### src/rtl/rf_pkg.sv
// rf_pkg: shared register-file widths and write-request type.
package rf_pkg;
  localparam int REG_ADDR_W = 5;
  localparam int REG_DATA_W = 32;
  localparam int NUM_REGS = 32;
  localparam logic [REG_ADDR_W-1:0] ZERO_REG = 5'd0;
  typedef struct packed {
    logic [REG_ADDR_W-1:0] wr;
    logic [REG_DATA_W-1:0] wd;
  } rf_wr_req_t;
endpackage

### src/rtl/rf_arb_pick.sv
// rf_arb_pick: combinational grant selection; round-robin when RF_ARB_RR_EN is defined,
// otherwise fixed priority to port 0 with a starvation override for port 1.
module rf_arb_pick #(
  parameter int STARVE_LIMIT = 4
) (
  input  logic       v0,
  input  logic       v1,
`ifdef RF_ARB_RR_EN
  input  logic       rr_last,
`else
  input  logic [3:0] starv_cnt,
`endif
  output logic       g0,
  output logic       g1
);
  logic pri1;
  always_comb begin
`ifdef RF_ARB_RR_EN
    pri1 = !rr_last;
`else
    pri1 = starv_cnt == 4'(STARVE_LIMIT);
`endif
    g1 = v1 && (!v0 || pri1);
    g0 = v0 && !g1;
  end
endmodule

### src/rtl/rf_write_arbiter.sv
// rf_write_arbiter: shares the register-file write port between two requesters.
// Define RF_ARB_RR_EN for round-robin arbitration instead of fixed priority.
module rf_write_arbiter
  import rf_pkg::*;
#(
  parameter int STARVE_LIMIT = 4
) (
  input  logic                  clk,
  input  logic                  rst,
  input  logic                  req0_valid,
  input  logic [REG_ADDR_W-1:0] req0_wr,
  input  logic [REG_DATA_W-1:0] req0_wd,
  output logic                  req0_ready,
  input  logic                  req1_valid,
  input  logic [REG_ADDR_W-1:0] req1_wr,
  input  logic [REG_DATA_W-1:0] req1_wd,
  output logic                  req1_ready,
  output logic [REG_ADDR_W-1:0] WR,
  output logic [REG_DATA_W-1:0] WD,
  output logic                  RegWrite
);
  logic g0, g1;
  rf_wr_req_t win;
`ifdef RF_ARB_RR_EN
  logic rr_last;
  rf_arb_pick #(.STARVE_LIMIT(STARVE_LIMIT)) u_pick (
    .v0(req0_valid), .v1(req1_valid), .rr_last(rr_last), .g0(g0), .g1(g1)
  );
  always_ff @(posedge clk or posedge rst)
    if (rst) rr_last <= 1'b1;
    else if (g0 || g1) rr_last <= g1;
`else
  logic [3:0] starv_cnt;
  rf_arb_pick #(.STARVE_LIMIT(STARVE_LIMIT)) u_pick (
    .v0(req0_valid), .v1(req1_valid), .starv_cnt(starv_cnt), .g0(g0), .g1(g1)
  );
  always_ff @(posedge clk or posedge rst)
    if (rst) starv_cnt <= '0;
    else if (!req1_valid || g1) starv_cnt <= '0;
    else if (starv_cnt != 4'(STARVE_LIMIT)) starv_cnt <= starv_cnt + 4'd1;
`endif
  assign req0_ready = g0 && !rst;
  assign req1_ready = g1 && !rst;
  assign win = g1 ? rf_wr_req_t'{req1_wr, req1_wd} : rf_wr_req_t'{req0_wr, req0_wd};
  // Register-0 writes still handshake and load WR/WD, but never raise RegWrite.
  always_ff @(posedge clk or posedge rst)
    if (rst) begin
      RegWrite <= 1'b0;
      WR <= '0;
      WD <= '0;
    end else begin
      RegWrite <= (g0 || g1) && win.wr != ZERO_REG;
      if (g0 || g1) {WR, WD} <= win;
    end
endmodule

### config.mk
export PLATFORM = sky130hd
export DESIGN_NAME = rf_write_arbiter
export DESIGN_NICKNAME = d
export VERILOG_FILES = /design/src/rtl/rf_pkg.sv /design/src/rtl/rf_arb_pick.sv /design/src/rtl/rf_write_arbiter.sv
export SDC_FILE = /design/constraint.sdc
export NUM_CORES = 1
export LEC_CHECK = 0
export ABC_AREA = 1
export CAP_MARGIN = 20
export CORE_ASPECT_RATIO = 0.7
export CORE_MARGIN = 10
export CORE_UTILIZATION = 60
export DETAILED_ROUTE_END_ITERATION = 8
export DONT_BUFFER_PORTS = 1
export PLACE_DENSITY = 0.81
export SETUP_SLACK_MARGIN = 0.15
export SLEW_MARGIN = 25
export SYNTH_ARGS = -nofsm -noshare
export SYNTH_HDL_FRONTEND = slang
export SYNTH_SLANG_ARGS = --single-unit
### constraint.sdc
create_clock -name clk -period 1.95 [get_ports clk]
set_input_delay 0.39 -clock clk [delete_from_list [all_inputs] [get_ports clk]]
set_output_delay 0.39 -clock clk [all_outputs]
set_load 0.005 [all_outputs]
# Yosys cells after proc, flatten, opt, wreduce, memory -nomap -nowiden
# Cells that the tools add are included.
# W data, S select, Z words.
word_totals:
  in_bits: 78
  register_bits: 42
  output_inout_bits: 40
classes:
  n_addsub: 1
  n_reduce_logical: 14
  mux: 3
  n_eq_ne: 2
op_table:
  columns: ["cell", "count"]
  rows:
  - ["$mux W37", 1]
  - ["$mux W4", 2]
  - ["$logic_and A1 B1 Y1", 5]
  - ["$reduce_bool A5 Y1", 1]
  - ["$add A4 B1 Y4 const B", 1]
  - ["$eq A4 B3 Y1 const B", 1]
  - ["$logic_not A1 Y1", 4]
  - ["$ne A4 B3 Y1 const B", 1]
  - ["$logic_or A1 B1 Y1", 3]
  - ["$reduce_bool A2 Y1", 1]

# Logic depth before layout (Yosys ltp)
# Gate-level depths: netlist of the first run.
depth:
  ltp_word: 7
  ltp_mapped: 12
  depth_no_buf: 11

# By module
# Synthesis of the first run repeated with hierarchy kept, for this count alone.
unflattened:
  hier_cells: 252
  hier_area_um2: 1998.2
modules_own_cells:
  columns: ["module", "instances", "area_each_um2", "cells_per_inst"]
  rows:
  - ["rf_write_arbiter", 1, 1940.6, 239]
  - ["rf_arb_pick", 1, 57.6, 13]

# Worst setup path before layout of the first run
# OpenSTA, ideal clock, no wires.
synth_timing:
  path_kind: "input to output"
  from: "input port rst"
  to: "output port req0_ready"
  n_path_buf: 0
  arrival_time_ns: 1.537
  path_stages: 3
  slack_ns: 0.023
  required_ns: 1.560
  cell_sequence: "inv_1 -> nand2_1 -> nor2_1"
synth_via:
  elab_chain_len: 2
synth_rtl:
  columns: ["item", "line", "source"]
  rows:
  - ["start, declared", "rf_write_arbiter.sv:9", "input logic rst,"]
  - ["$logic_not A1 Y1 (no line)", null, null]
  - ["$logic_and A1 B1 Y1", "rf_write_arbiter.sv:42", "assign req0_ready = g0 && !rst;"]
  - ["end, declared", "rf_write_arbiter.sv:13", "output logic req0_ready,"]
# No other way between the ends.

# Worst setup path after layout of the first run
layout_timing:
  from: "register starv_cnt[0]"
  to: "output port req1_ready"
layout_via:
  elab_chain_len: 4
layout_rtl:
  columns: ["item", "line", "source"]
  rows:
  - ["start, declared", "rf_write_arbiter.sv:33", "logic [3:0] starv_cnt;"]
  - ["start signal, assigned", "rf_write_arbiter.sv:40", "else if (starv_cnt != 4'(STARVE_LIMIT)) starv_cnt <= starv_cnt + 4'd1;"]
  - ["$eq A4 B3 Y1", "rf_arb_pick.sv:21", "pri1 = starv_cnt == 4'(STARVE_LIMIT);"]
  - ["$logic_or A1 B1 Y1", "rf_arb_pick.sv:23", "g1 = v1 && (!v0 || pri1);"]
  - ["$logic_and A1 B1 Y1", "rf_arb_pick.sv:23", null]
  - ["$logic_and A1 B1 Y1", "rf_write_arbiter.sv:43", "assign req1_ready = g1 && !rst;"]
  - ["end, declared", "rf_write_arbiter.sv:17", "output logic req1_ready,"]
# No other way between the ends.

==> results of run 1 <==
==> layout make-up <==
cell class	instances	area, µm²
Fill cell	237	932
Timing Repair Buffer	12	90.1
Tap cell	38	47.5
Clock buffer	6	82.6
Clock inverter	2	60.1
Multi-Input combinational cell	175	863
Sequential cell	42	1050
Inverter	7	42.5
==> stage by stage <==
step           cell area, µm²  std cells   util
2_1_floorplan            1990        239      -
3_3_place_gp             1990        267  0.628
3_5_place_dp             1990        267  0.628
4_1_cts                  2170        277  0.686
5_1_grt                  2240        282  0.706
6_report                 2240        282  0.706
==> worst reg2reg max path, stage by stage, from the launching register on <==
cell,delay (ns)
dfrtp_1,0.39
inv_1,0.11
ha_4,0.15
nand3_4,0.07
nand2_4,0.10
nand2_8,0.10
inv_12,0.07
buf_4,0.17
buf_4,0.24
nand2_1,0.09
nand3_1,0.09
==> cells by family (layout without fill, tap and decap cells) <==
group,after synthesis,after routing,synth area share
and+or+nand+nor,166,166,0.378
DFF,42,42,0.528
buffers and inverters,22,27,0.0572
AOI/OAI and AO/OA,5,5,0.0151
adders and majority gates,2,2,0.0126
xor gates and xnor gates,2,2,0.00881
==> report_power, final <==
group	total (mW)	internal, mW	switching (mW)
Sequential	1.03	0.956	0.0776
Clock	0.826	0.546	0.280
Combinational	0.220	0.0858	0.135
Total	2.08	1.59	0.492
==> sequential cells by signal, summed over array words and instances (netlist names) <==
name and cells:
WR 5, starv_cnt 4, RegWrite 1, WD 32
==> layout by cell type, fill, tap and decap left out <==
cell        netlist  layout
xnor2_1           1       1
buf_4             4      12
nand2_2           2       2
bufinv_16         0       2
nor2_2            0       1
inv_1             6       4
a31oi_1           4       4
nand2_8           0       1
dfrtp_1          42      42
inv_2             1       1
nand3_4           0       1
nor2_1           14      12
ha_1              2       1
nand2_4           3       2
nand2_1          75      75
ha_4              0       1
xor2_1            1       1
nand3_1          70      70
clkinvlp_4        0       1
clkbuf_8          0       6
inv_12            0       1
nor2_4            1       2
o21ai_0           1       1
==> final timing paths <==
path	slack, ns	end	startpoint
min reg2reg	0.53	WR[3]$_DFFE_PP0P_	WR[3]$_DFFE_PP0P_
max	0.24	req1_ready	starv_cnt[0]$_DFFE_PP0P_
min	0.15	WD[19]$_DFFE_PP0P_	rst
min in group clk	0.23	WD[15]$_DFFE_PP0P_	req1_wd[15]
max reg2reg	0.31	WD[24]$_DFFE_PP0P_	starv_cnt[0]$_DFFE_PP0P_
max in group asynchronous	1.46	WD[22]$_DFFE_PP0P_	rst
==> what timing repair did <==
item | CTS | global route
resized for setup | 7 | 4
buffers inserted | 2 | 5
pin swaps | 1 | 4
endpoints found under the setup margin | 2 | 3
==> per-layer routing <==
metal | vias up | GRT usage | part of all wire
li1 | 792 | - | -
met1 | 778 | 0.224 | 0.40
met2 | 88 | 0.296 | 0.46
met3 | 4 | 0.0866 | 0.13
met4 | 0 | 0.0361 | 0.0056
met5 | - | 0 | 0
==> key figures, run 1 <==
Route
  – Final WL: 5680 µm
  – Drt wl/cell: 20.2 µm
  – DRC violations left: 0
  – Drt first pass iters: 4
  – Vias per std cell: 5.89
  – Antenna viol nets, final: 0
  – Via count: 1,662
  – Initial DRC Count: 60

Timing
  – Setup tns final: 0 ns
  – Fin crit share: 0.879
  – Max Transition Viols Final: 0
  – Unrepaired setup endpoints after global routing: false
  – Relative slew slack: 0.546
  – WHS: 0.146 ns
  – F_max: 583 MHz
  – Final Hold Vio Count: 0
  – Worst Max-Slew Pin Slew: 0.680 ns
  – Final Critical Period: 1.71 ns
  – Worst Skew: 0.00500 ns
  – Final setup vio count: 0
  – Setup slack after layout: 0.235 ns

Synth
  – Post-synth EDFFs: 0
  – Most frequent cell after synthesis: nand2_1
  – Synth top area cells: dfrtp_1, nand3_1, nand2_1
  – Leading area contributor after synthesis: dfrtp_1
  – Ys async rst share: 1.00
  – Yosys cell types: 19
  – Post-Syn Instances: 239
  – Register area share after synthesis: 0.528
  – #FFs+latches synth: 42
  – Yosys top cell area share: 0.528
  – Synth cell count leaders: nand2_1, nand3_1, dfrtp_1
  – Post-synthesis instance area: 1990 µm²
  – Yosys Warn Count: 0
  – Avg Inst Size Synth: 8.32 µm²
  – Synthesized net count: 319
  – Primary FF master, synth: dfrtp_1

Worst hold path
  – Hold/Removal Path Class: in2async

GRT
  – GRT Total Usage: 0.184
  – Vias in the first global route: 1,718
  – Pin count of the biggest net entering global routing: 43
  – Grt total ovfl: 0
  – First-pass GRT wire length: 8700 µm
  – Antenna violations before repair: 0

Placed design
  – Post-Place Worst Slack: 0.220 ns
  – IO buf count: 0
  – Placer Congestion: 0.787
  – Placed wire-length estimate: 4220 µm

Setup path
  – Reg2reg path depth: 10
  – Crit-path max cell delay: 0.39 ns
  – Critical path required time: 1.56 ns
  – CP arrival: 1.32 ns
  – Setup CP Type: reg2out
  – Crit-path cells: inv_1 > ha_4 > nand3_4 > nand2_4 > nand2_8 > nor2_4
  – CP max-delay cell: dfrtp_1
  – CP Capture Type: primary output
  – Buf/Inv on CP: 1
  – Crit path depth: 6
  – Crit-path max FO: 8
  – Startpoint class of the critical path: flop
  – Crit path max-delay family: simple AND/OR/NAND/NOR gates

Floorplanning
  – Row cnt: 17
  – Initial Utilization: 0.628
  – Core area: 3170 µm²
  – Die X: 88.8 µm
  – IO Count: 118
  – DIE HEIGHT: 68.2 µm
  – Die ar.: 6060 µm²

Clocking
  – CTS Buffer Depth: 2
  – CTS tree: done
  – H-Tree Depth: 2
  – Hold buffers post-CTS: 0
  – Worst skew pair latency: 0.28 ns
  – Number of CTS-inserted buffers: 5
  – # clock sinks: 42
  – Worst-path clk slew: 0.08 ns
  – Clk root buf: clkbuf_8

Power and ir drop
  – Tot Pwr: 2.08 mW
  – Worst vdd ir: 0.000550 V
  – Leak pwr: 1.05 nW
  – PD cells: 930 nW/µm²

Final layout
  – Ant. Diodes: 0
  – Layout Area Growth over Synthesis: 12.5%
  – NumNets Final: 323
  – Layout cells sized above 1: 0.135

Flow run
  – Max Cap Viol: 0

Run status
  – Status: finished, final reports clean
Note: power is estimated with default switching activity, not from simulation.
==> run 2: changes to the inputs <==
--- a/config.mk
+++ b/config.mk
@@ -7,8 +7,8 @@
 export LEC_CHECK = 0
 export ABC_AREA = 1
 export CAP_MARGIN = 20
-export CORE_ASPECT_RATIO = 0.7
-export CORE_MARGIN = 10
+export CORE_ASPECT_RATIO = 0.6
+export CORE_MARGIN = 2
 export CORE_UTILIZATION = 60
 export DETAILED_ROUTE_END_ITERATION = 8
 export DONT_BUFFER_PORTS = 1
==> constraint.sdc (replaced) <==
create_clock -name clk -period 1.6 [get_ports clk]
set_input_delay 0.32 -clock clk [delete_from_list [all_inputs] [get_ports clk]]
set_output_delay 0.32 -clock clk [all_outputs]
set_load 0.005 [all_outputs]
==> run 2 against run 1 <==
  * The flow now finishes with violations (setup timing)
  * Clock power decreased by 1%
  * First-iteration DRC count is 110% higher
  * Global-route usage increased by 8.5 points
  * Total power up 14%
  * Highest routed layer unchanged
==> key figures, run 2 (same netlist as run 1, synthesis figures left out) <==
Setup path
  – Reg2reg path depth: 12 (+2)
  – Flop-to-flop setup slack: 0.03 ns (-0.28 ns)
  – CP Capture Type: primary output
  – Critical path required time: 1.28 ns (-0.28 ns)
  – Reg-to-Reg Start: starv_cnt[1]$_DFFE_PP0P_
  – CP arrival: 1.32 ns (about the same)
  – Crit-path max FO: 5 (-3)
  – R2r endpoint: RegWrite$_DFF_PP0_
  – Startpoint class of the critical path: flop
  – Setup CP Type: reg2out

Clocking
  – Number of CTS-inserted buffers: 5 (unchanged)
  – Hold buffers post-CTS: 0 (unchanged)
  – CTS Buffer Depth: 2 (unchanged)
  – CTS tree: done
  – # clock sinks: 42 (unchanged)
  – Clk root buf: clkbuf_8
  – H-Tree Depth: 2 (unchanged)
  – Worst-path clk slew: 0.08 ns (about the same)
  – Worst skew pair latency: 0.28 ns (about the same)

Power and ir drop
  – Leak pwr: 1.09 nW (+3.7%)
  – PD cells: 1020 nW/µm² (+9.3%)
  – Worst vdd ir: 0.000638 V (+16%)

Timing
  – Setup tns final: -0.0799 ns (-0.0799 ns)
  – Fin crit share: 1.03
  – Max Transition Viols Final: 0 (unchanged)
  – Setup slack after layout: -0.0421 ns (-0.277 ns)
  – Final Hold Vio Count: 0 (unchanged)
  – Final setup vio count: 2 (+2)
  – Relative slew slack: 0.658 (+0.112)
  – Worst Skew: 0.00607 ns (+0.00107 ns)
  – Worst Max-Slew Pin Slew: 0.513 ns (-0.167 ns)
  – Final Critical Period: 1.64 ns
  – Unrepaired setup endpoints after global routing: true
  – F_max: 609 MHz

GRT
  – GRT Total Usage: 0.269 (+0.0852)
  – Antenna violations before repair: 0 (unchanged)
  – Vias in the first global route: 1,720 (+0.12%)
  – First-pass GRT wire length: 7950 µm (-8.6%)
  – Pin count of the biggest net entering global routing: 43 (unchanged)
  – Grt total ovfl: 0 (unchanged)

Final layout
  – Fin area: 2340 µm² (+4.5%)
  – Area of the multi-input gates: 876 µm² (+1.4%)
  – # fillers: 255 (+7.6%)
  – Layout cells sized above 1: 0.168 (+0.0328)
  – Register with the most flip-flops: WD
  – Register Area: 1050 µm² (unchanged)
  – NumNets Final: 329 (+1.9%)
  – Commonest non-fill, non-tap cell in the layout: nand2_1
  – Max FFs per register: 32 (unchanged)
  – Largest regs: WD: 32 flops, WR: 5 flops, starv_cnt: 4 flops
  – Leading cell types in the layout, fill and taps excluded: nand2_1, nand3_1, dfrtp_1
  – Layout Area Growth over Synthesis: 17.5%
  – Ant. Diodes: 0 (unchanged)

Run status
  – Status: finished with violations
  – Failing checks: setup timing

Floorplanning
  – Die X: 78.3 µm (-12%)
  – DIE HEIGHT: 48.6 µm (-29%)
  – Die ar.: 3810 µm² (-37%)
  – Initial Utilization: 0.621 (-0.00662)
  – IO Count: 118 (unchanged)
  – Row cnt: 16 (-1)
  – Core area: 3200 µm² (+1.1%)

Route
  – Final WL: 5140 µm (-9.6%)
  – Via count: 1,708 (+2.8%)
  – Drt first pass iters: 4 (unchanged)
  – Drt wl/cell: 17.4 µm (-14%)
  – Initial DRC Count: 124 (+110%)
  – DRC violations left: 0 (unchanged)
  – Vias per std cell: 5.79 (-1.8%)
  – Antenna viol nets, final: 0 (unchanged)

Worst hold path
  – Hold/Removal Path Class: in2async

Placed design
  – Placed wire-length estimate: 3400 µm (-19%)
  – Post-Place Worst Slack: 0.0527 ns (-0.167 ns)
  – Placed inst area: 2040 µm² (+2.7%)
  – IO buf count: 0 (unchanged)
  – Placer Congestion: 0.823 (+4.6%)

Flow run
  – Max Cap Viol: 0 (unchanged)
-- run 2: cell count changes in the layout (fill, tap and decap cells not counted), moves of 2 or more --
cell,delta
nand3_1,-2
clkbuf_16,+2
buf_4,-2
nand2_2,+2
buf_6,+3
buf_8,+2
nand3_2,+2
nand2_1,-2
-- run 2: worst max-delay path by stage --
stage                                   from                 end  slack (ns)
floorplan           starv_cnt[0]$_DFFE_PP0P_          req1_ready        0.11
global placement    starv_cnt[0]$_DFFE_PP0P_  WD[12]$_DFFE_PP0P_        0.13
detailed placement  starv_cnt[0]$_DFFE_PP0P_   WD[8]$_DFFE_PP0P_        0.05
CTS                 starv_cnt[1]$_DFFE_PP0P_          req1_ready        0.01
global route        starv_cnt[1]$_DFFE_PP0P_          req1_ready       -0.12
finish              starv_cnt[1]$_DFFE_PP0P_          req1_ready       -0.04
-- run 2: cell type report --
cell class                 instances  area share
clock buffer                       6      0.0310
clock inverter                     2      0.0161
inverter                           7      0.0150
multi-input combinational        175       0.375
sequential                        42       0.450
tap                               45      0.0241
timing repair buffer              18      0.0894
-- run 2: timing repair --
item,4_1_cts,5_1_grt
gates resized for setup,9,11
setup buffers,6,2
gates cloned,0,2
pin swaps,2,5
endpoints found under the setup margin,36,36
-- run 2: where the power goes --
part / internal (mW) / total, mW / leakage (nW) / switching (mW)
clock: 0.465 / 0.814 / 0.0514 / 0.349
combinational: 0.131 / 0.310 / 0.528 / 0.178
sequential: 1.17 / 1.25 / 0.506 / 0.0860
-- run 2: per-stage QoR --
stage	util	hold WS (ns)	cells	total power, mW
finish	0.730	0.0789	295	2.38
global route	0.730	0.104	295	2.49
floorplan	-	0.316	239	1.46
CTS	0.696	0.0822	291	2.36
global placement	0.638	0.390	277	1.52
detailed placement	0.638	0.394	277	1.53
-- run 2: critical path, cell delays in order (launching register included) --
cell and delay, ns:
dfrtp_1 0.39, inv_1 0.08, ha_2 0.20, nand3_4 0.08, nand2_4 0.11, nand2_8 0.08
nor2_4 0.10
-- run 2: routing by layer --
layer,routed length (µm),part of all wire,vias up,global-route usage
met5,0,0,-,0
li1,-,-,801,-
met3,536,0.10,6,0.0989
met2,2360,0.46,91,0.435
met1,2200,0.43,810,0.347
met4,47,0.0092,0,0.0702
==> run 3: changes to the inputs <==
--- a/config.mk
+++ b/config.mk
@@ -12,6 +12,7 @@
 export CORE_UTILIZATION = 60
 export DETAILED_ROUTE_END_ITERATION = 8
 export DONT_BUFFER_PORTS = 1
+export GPL_TIMING_DRIVEN = 0
 export PLACE_DENSITY = 0.81
 export SETUP_SLACK_MARGIN = 0.15
 export SLEW_MARGIN = 25
==> run 3 against run 2 <==
  * The flow still finishes with violations (setup timing)
  * Largest cell class unchanged
  * Sequential power is essentially flat
  * Sequential cell count did not move
  * Sequential share of layout area decreased by 1.4 points
  * Clock power decreased by 15%
  * Routed wire length is 6.4% higher
  * Clock-buffer cell count grew 1
  * Total power shrank 4.2%
  * Critical path type unchanged
  * Register-to-register slack worse by 0.10 ns
==> key figures, run 3 (same netlist as run 1, synthesis figures left out) <==
Clocking
  – CTS Buffer Depth: 2 (unchanged)
  – Number of CTS-inserted buffers: 5 (unchanged)
  – # clock sinks: 42 (unchanged)
  – Clk root buf: clkbuf_8
  – H-Tree Depth: 2 (unchanged)
  – Worst skew pair latency: 0.28 ns (about the same)
  – CTS tree: done
  – Worst-path clk slew: 0.08 ns (about the same)

Power and ir drop
  – Internal power: 1.65 mW (-6.3%)
  – Sequential power share: 0.551 (+0.024)
  – Switching share of power: 0.275 (+0.0168)
  – Sw Pwr: 626 µW (+2.1%)
  – PD cells: 945 nW/µm² (-7.1%)
  – Combinational power share: 0.146 (+0.016)
  – Clock power share: 0.303 (-0.040)
  – Worst vdd ir: 0.000609 V (-4.6%)
  – Leak pwr: 1.15 nW (+6.0%)

Final layout
  – Ant. Diodes: 0 (unchanged)
  – Fin area: 2410 µm² (+3.1%)
  – Largest regs: WD: 32 flops, WR: 5 flops, starv_cnt: 4 flops
  – Register with the most flip-flops: WD
  – NumNets Final: 339 (+3.0%)
  – Commonest non-fill, non-tap cell in the layout: nand2_1
  – Layout Area Growth over Synthesis: 21.1%
  – Leading cell types in the layout, fill and taps excluded: nand2_1, nand3_1, dfrtp_1
  – Max FFs per register: 32 (unchanged)
  – Layout cells sized above 1: 0.242 (+0.0743)

Timing
  – Fin crit share: 1.10 (+0.0761)
  – Relative slew slack: 0.323 (-0.336)
  – Final Critical Period: 1.76 ns (+0.122 ns)
  – Final setup vio count: 3 (+1)
  – Final Hold Vio Count: 0 (unchanged)
  – Worst Skew: 0.00337 ns (-0.00269 ns)
  – Setup tns final: -0.337 ns (-0.257 ns)
  – Setup slack after layout: -0.164 ns (-0.122 ns)
  – WHS: 0.0879 ns (+0.00897 ns)
  – F_max: 567 MHz (-6.9%)
  – Unrepaired setup endpoints after global routing: true
  – Max Transition Viols Final: 0 (unchanged)
  – Worst Max-Slew Pin Slew: 1.01 ns (+0.498 ns)

Setup path
  – Startpoint class of the critical path: flop
  – CP arrival: 1.44 ns (+0.12 ns)
  – Crit path depth: 8 (+2)
  – Reg2reg path depth: 13 (+1)
  – Critical path required time: 1.28 ns (about the same)
  – Reg-to-Reg Start: starv_cnt[0]$_DFFE_PP0P_
  – Crit path max-delay family: flip-flops
  – CP max-delay cell: dfrtp_1
  – Flop-to-flop setup slack: -0.07 ns (-0.10 ns)
  – Setup CP Type: reg2out
  – R2r endpoint: RegWrite$_DFF_PP0_
  – Crit-path max cell delay: 0.40 ns (about the same)
  – CP Capture Type: primary output
  – Buf/Inv on CP: 3 (+2)
  – Crit-path cells: inv_2 > ha_4 > nand3_4 > nand2_4 > nand2_4 > buf_8 > buf_8 > nor2_4
  – Crit-path max FO: 3 (-2)

Floorplanning
  – DIE HEIGHT: 48.6 µm (unchanged)
  – Die X: 78.3 µm (unchanged)
  – Die ar.: 3810 µm² (unchanged)
  – IO Count: 118 (unchanged)
  – Initial Utilization: 0.621 (unchanged)
  – Row cnt: 16 (unchanged)
  – Core area: 3200 µm² (unchanged)

Worst hold path
  – Hold/Removal Path Class: in2async

GRT
  – Grt total ovfl: 0 (unchanged)
  – Met1 usage: 0.419 (+0.0713)
  – GRT Total Usage: 0.293 (+0.0232)
  – Pin count of the biggest net entering global routing: 44 (+2.3%)
  – Met2 usage: 0.428 (-0.00718)
  – First-pass GRT wire length: 8530 µm (+7.3%)
  – Top Usage Layer GRT: met2
  – Antenna violations before repair: 0 (unchanged)
  – Vias in the first global route: 1,766 (+2.7%)
  – M3 GR Usage: 0.0951 (-0.00373)

Placed design
  – Placed inst area: 2060 µm² (+0.92%)
  – Post-Place Worst Slack: -0.0987 ns (-0.151 ns)
  – IO buf count: 0 (unchanged)
  – Placer Congestion: 0.779 (-5.4%)
  – Placed wire-length estimate: 3690 µm (+8.5%)

Run status
  – Status: finished with violations
  – Failing checks: setup timing

Route
  – Via count: 1,781 (+4.3%)
  – Initial DRC Count: 108 (-13%)
  – Drt wl/cell: 17.9 µm (+3.0%)
  – Vias per std cell: 5.84 (+0.86%)
  – Drt first pass iters: 4 (unchanged)
  – Antenna viol nets, final: 0 (unchanged)
  – DRC violations left: 0 (unchanged)
  – Final WL: 5470 µm (+6.4%)

Flow run
  – Max Cap Viol: 0 (unchanged)
run 3: cell type report:
| type | count | area [µm²] |
|---|---|---|
| clock inverters | 1 | 5.00 |
| flip-flops and latches | 42 | 1050 |
| clock buffers | 7 | 86.3 |
| well taps | 45 | 56.3 |
| repair buffers | 12 | 100 |
| inverters | 7 | 32.5 |
| fillers | 238 | 793 |
| repair inverters | 1 | 5.00 |
| plain buffers | 15 | 113 |
| multi-input cells | 175 | 961 |
run 3: how the worst max path moves through the flow:
| stage | slack, ns | start | endpoint |
|---|---|---|---|
| after floorplan | 0.11 | starv_cnt[0]$_DFFE_PP0P_ | req1_ready |
| after global placement | -0.12 | rst | req0_ready |
| after detailed placement | -0.1 | starv_cnt[0]$_DFFE_PP0P_ | req0_ready |
| after CTS | -0.24 | starv_cnt[0]$_DFFE_PP0P_ | req1_ready |
| after global routing | -0.24 | starv_cnt[1]$_DFFE_PP0P_ | req1_ready |
| final | -0.16 | starv_cnt[0]$_DFFE_PP0P_ | req1_ready |
run 3: worst register-to-register path: stages (launching register included):
cell	delay, ns
dfrtp_1	0.40
inv_2	0.08
ha_4	0.14
nand3_4	0.07
nand2_4	0.09
nand2_4	0.07
buf_8	0.13
buf_4	0.19
nand2_2	0.09
nand2_1	0.06
nor2_1	0.10
nand2_1	0.07
nand2_1	0.05
nand2_1	0.05
run 3: layer usage:
layer	up-vias	share of wire
met5	-	0
met4	0	0.014
met2	107	0.47
met3	6	0.11
met1	843	0.41
li1	825	-
run 3: what timing repair did:
action / in CTS / in global routing
hold endpoints to repair: 0 / 21
endpoints found under the setup margin: 33 / 39
gates cloned: 1 / 1
pin swaps: 10 / 10
gates resized for setup: 22 / 14
hold buffers: 0 / 1
buffers inserted: 7 / 3
run 3: power by group through the flow:
stage          Sequential [mW]  Combinational [mW]  Clock [mW]
6_report                  1.25               0.333       0.689
5_1_grt                   1.27               0.377       0.754
4_1_cts                   1.25               0.307       0.710
3_5_place_dp              1.27               0.269           0
3_3_place_gp              1.27               0.256           0
2_1_floorplan             1.25               0.214           0
run 3: metrics by stage:
| step | power, mW | std cells | util |
|---|---|---|---|
| floorplan | 1.46 | 239 | - |
| global placement | 1.53 | 284 | 0.644 |
| detailed placement | 1.54 | 284 | 0.644 |
| CTS | 2.27 | 300 | 0.718 |
| global route | 2.40 | 305 | 0.752 |
| finish | 2.28 | 305 | 0.752 |
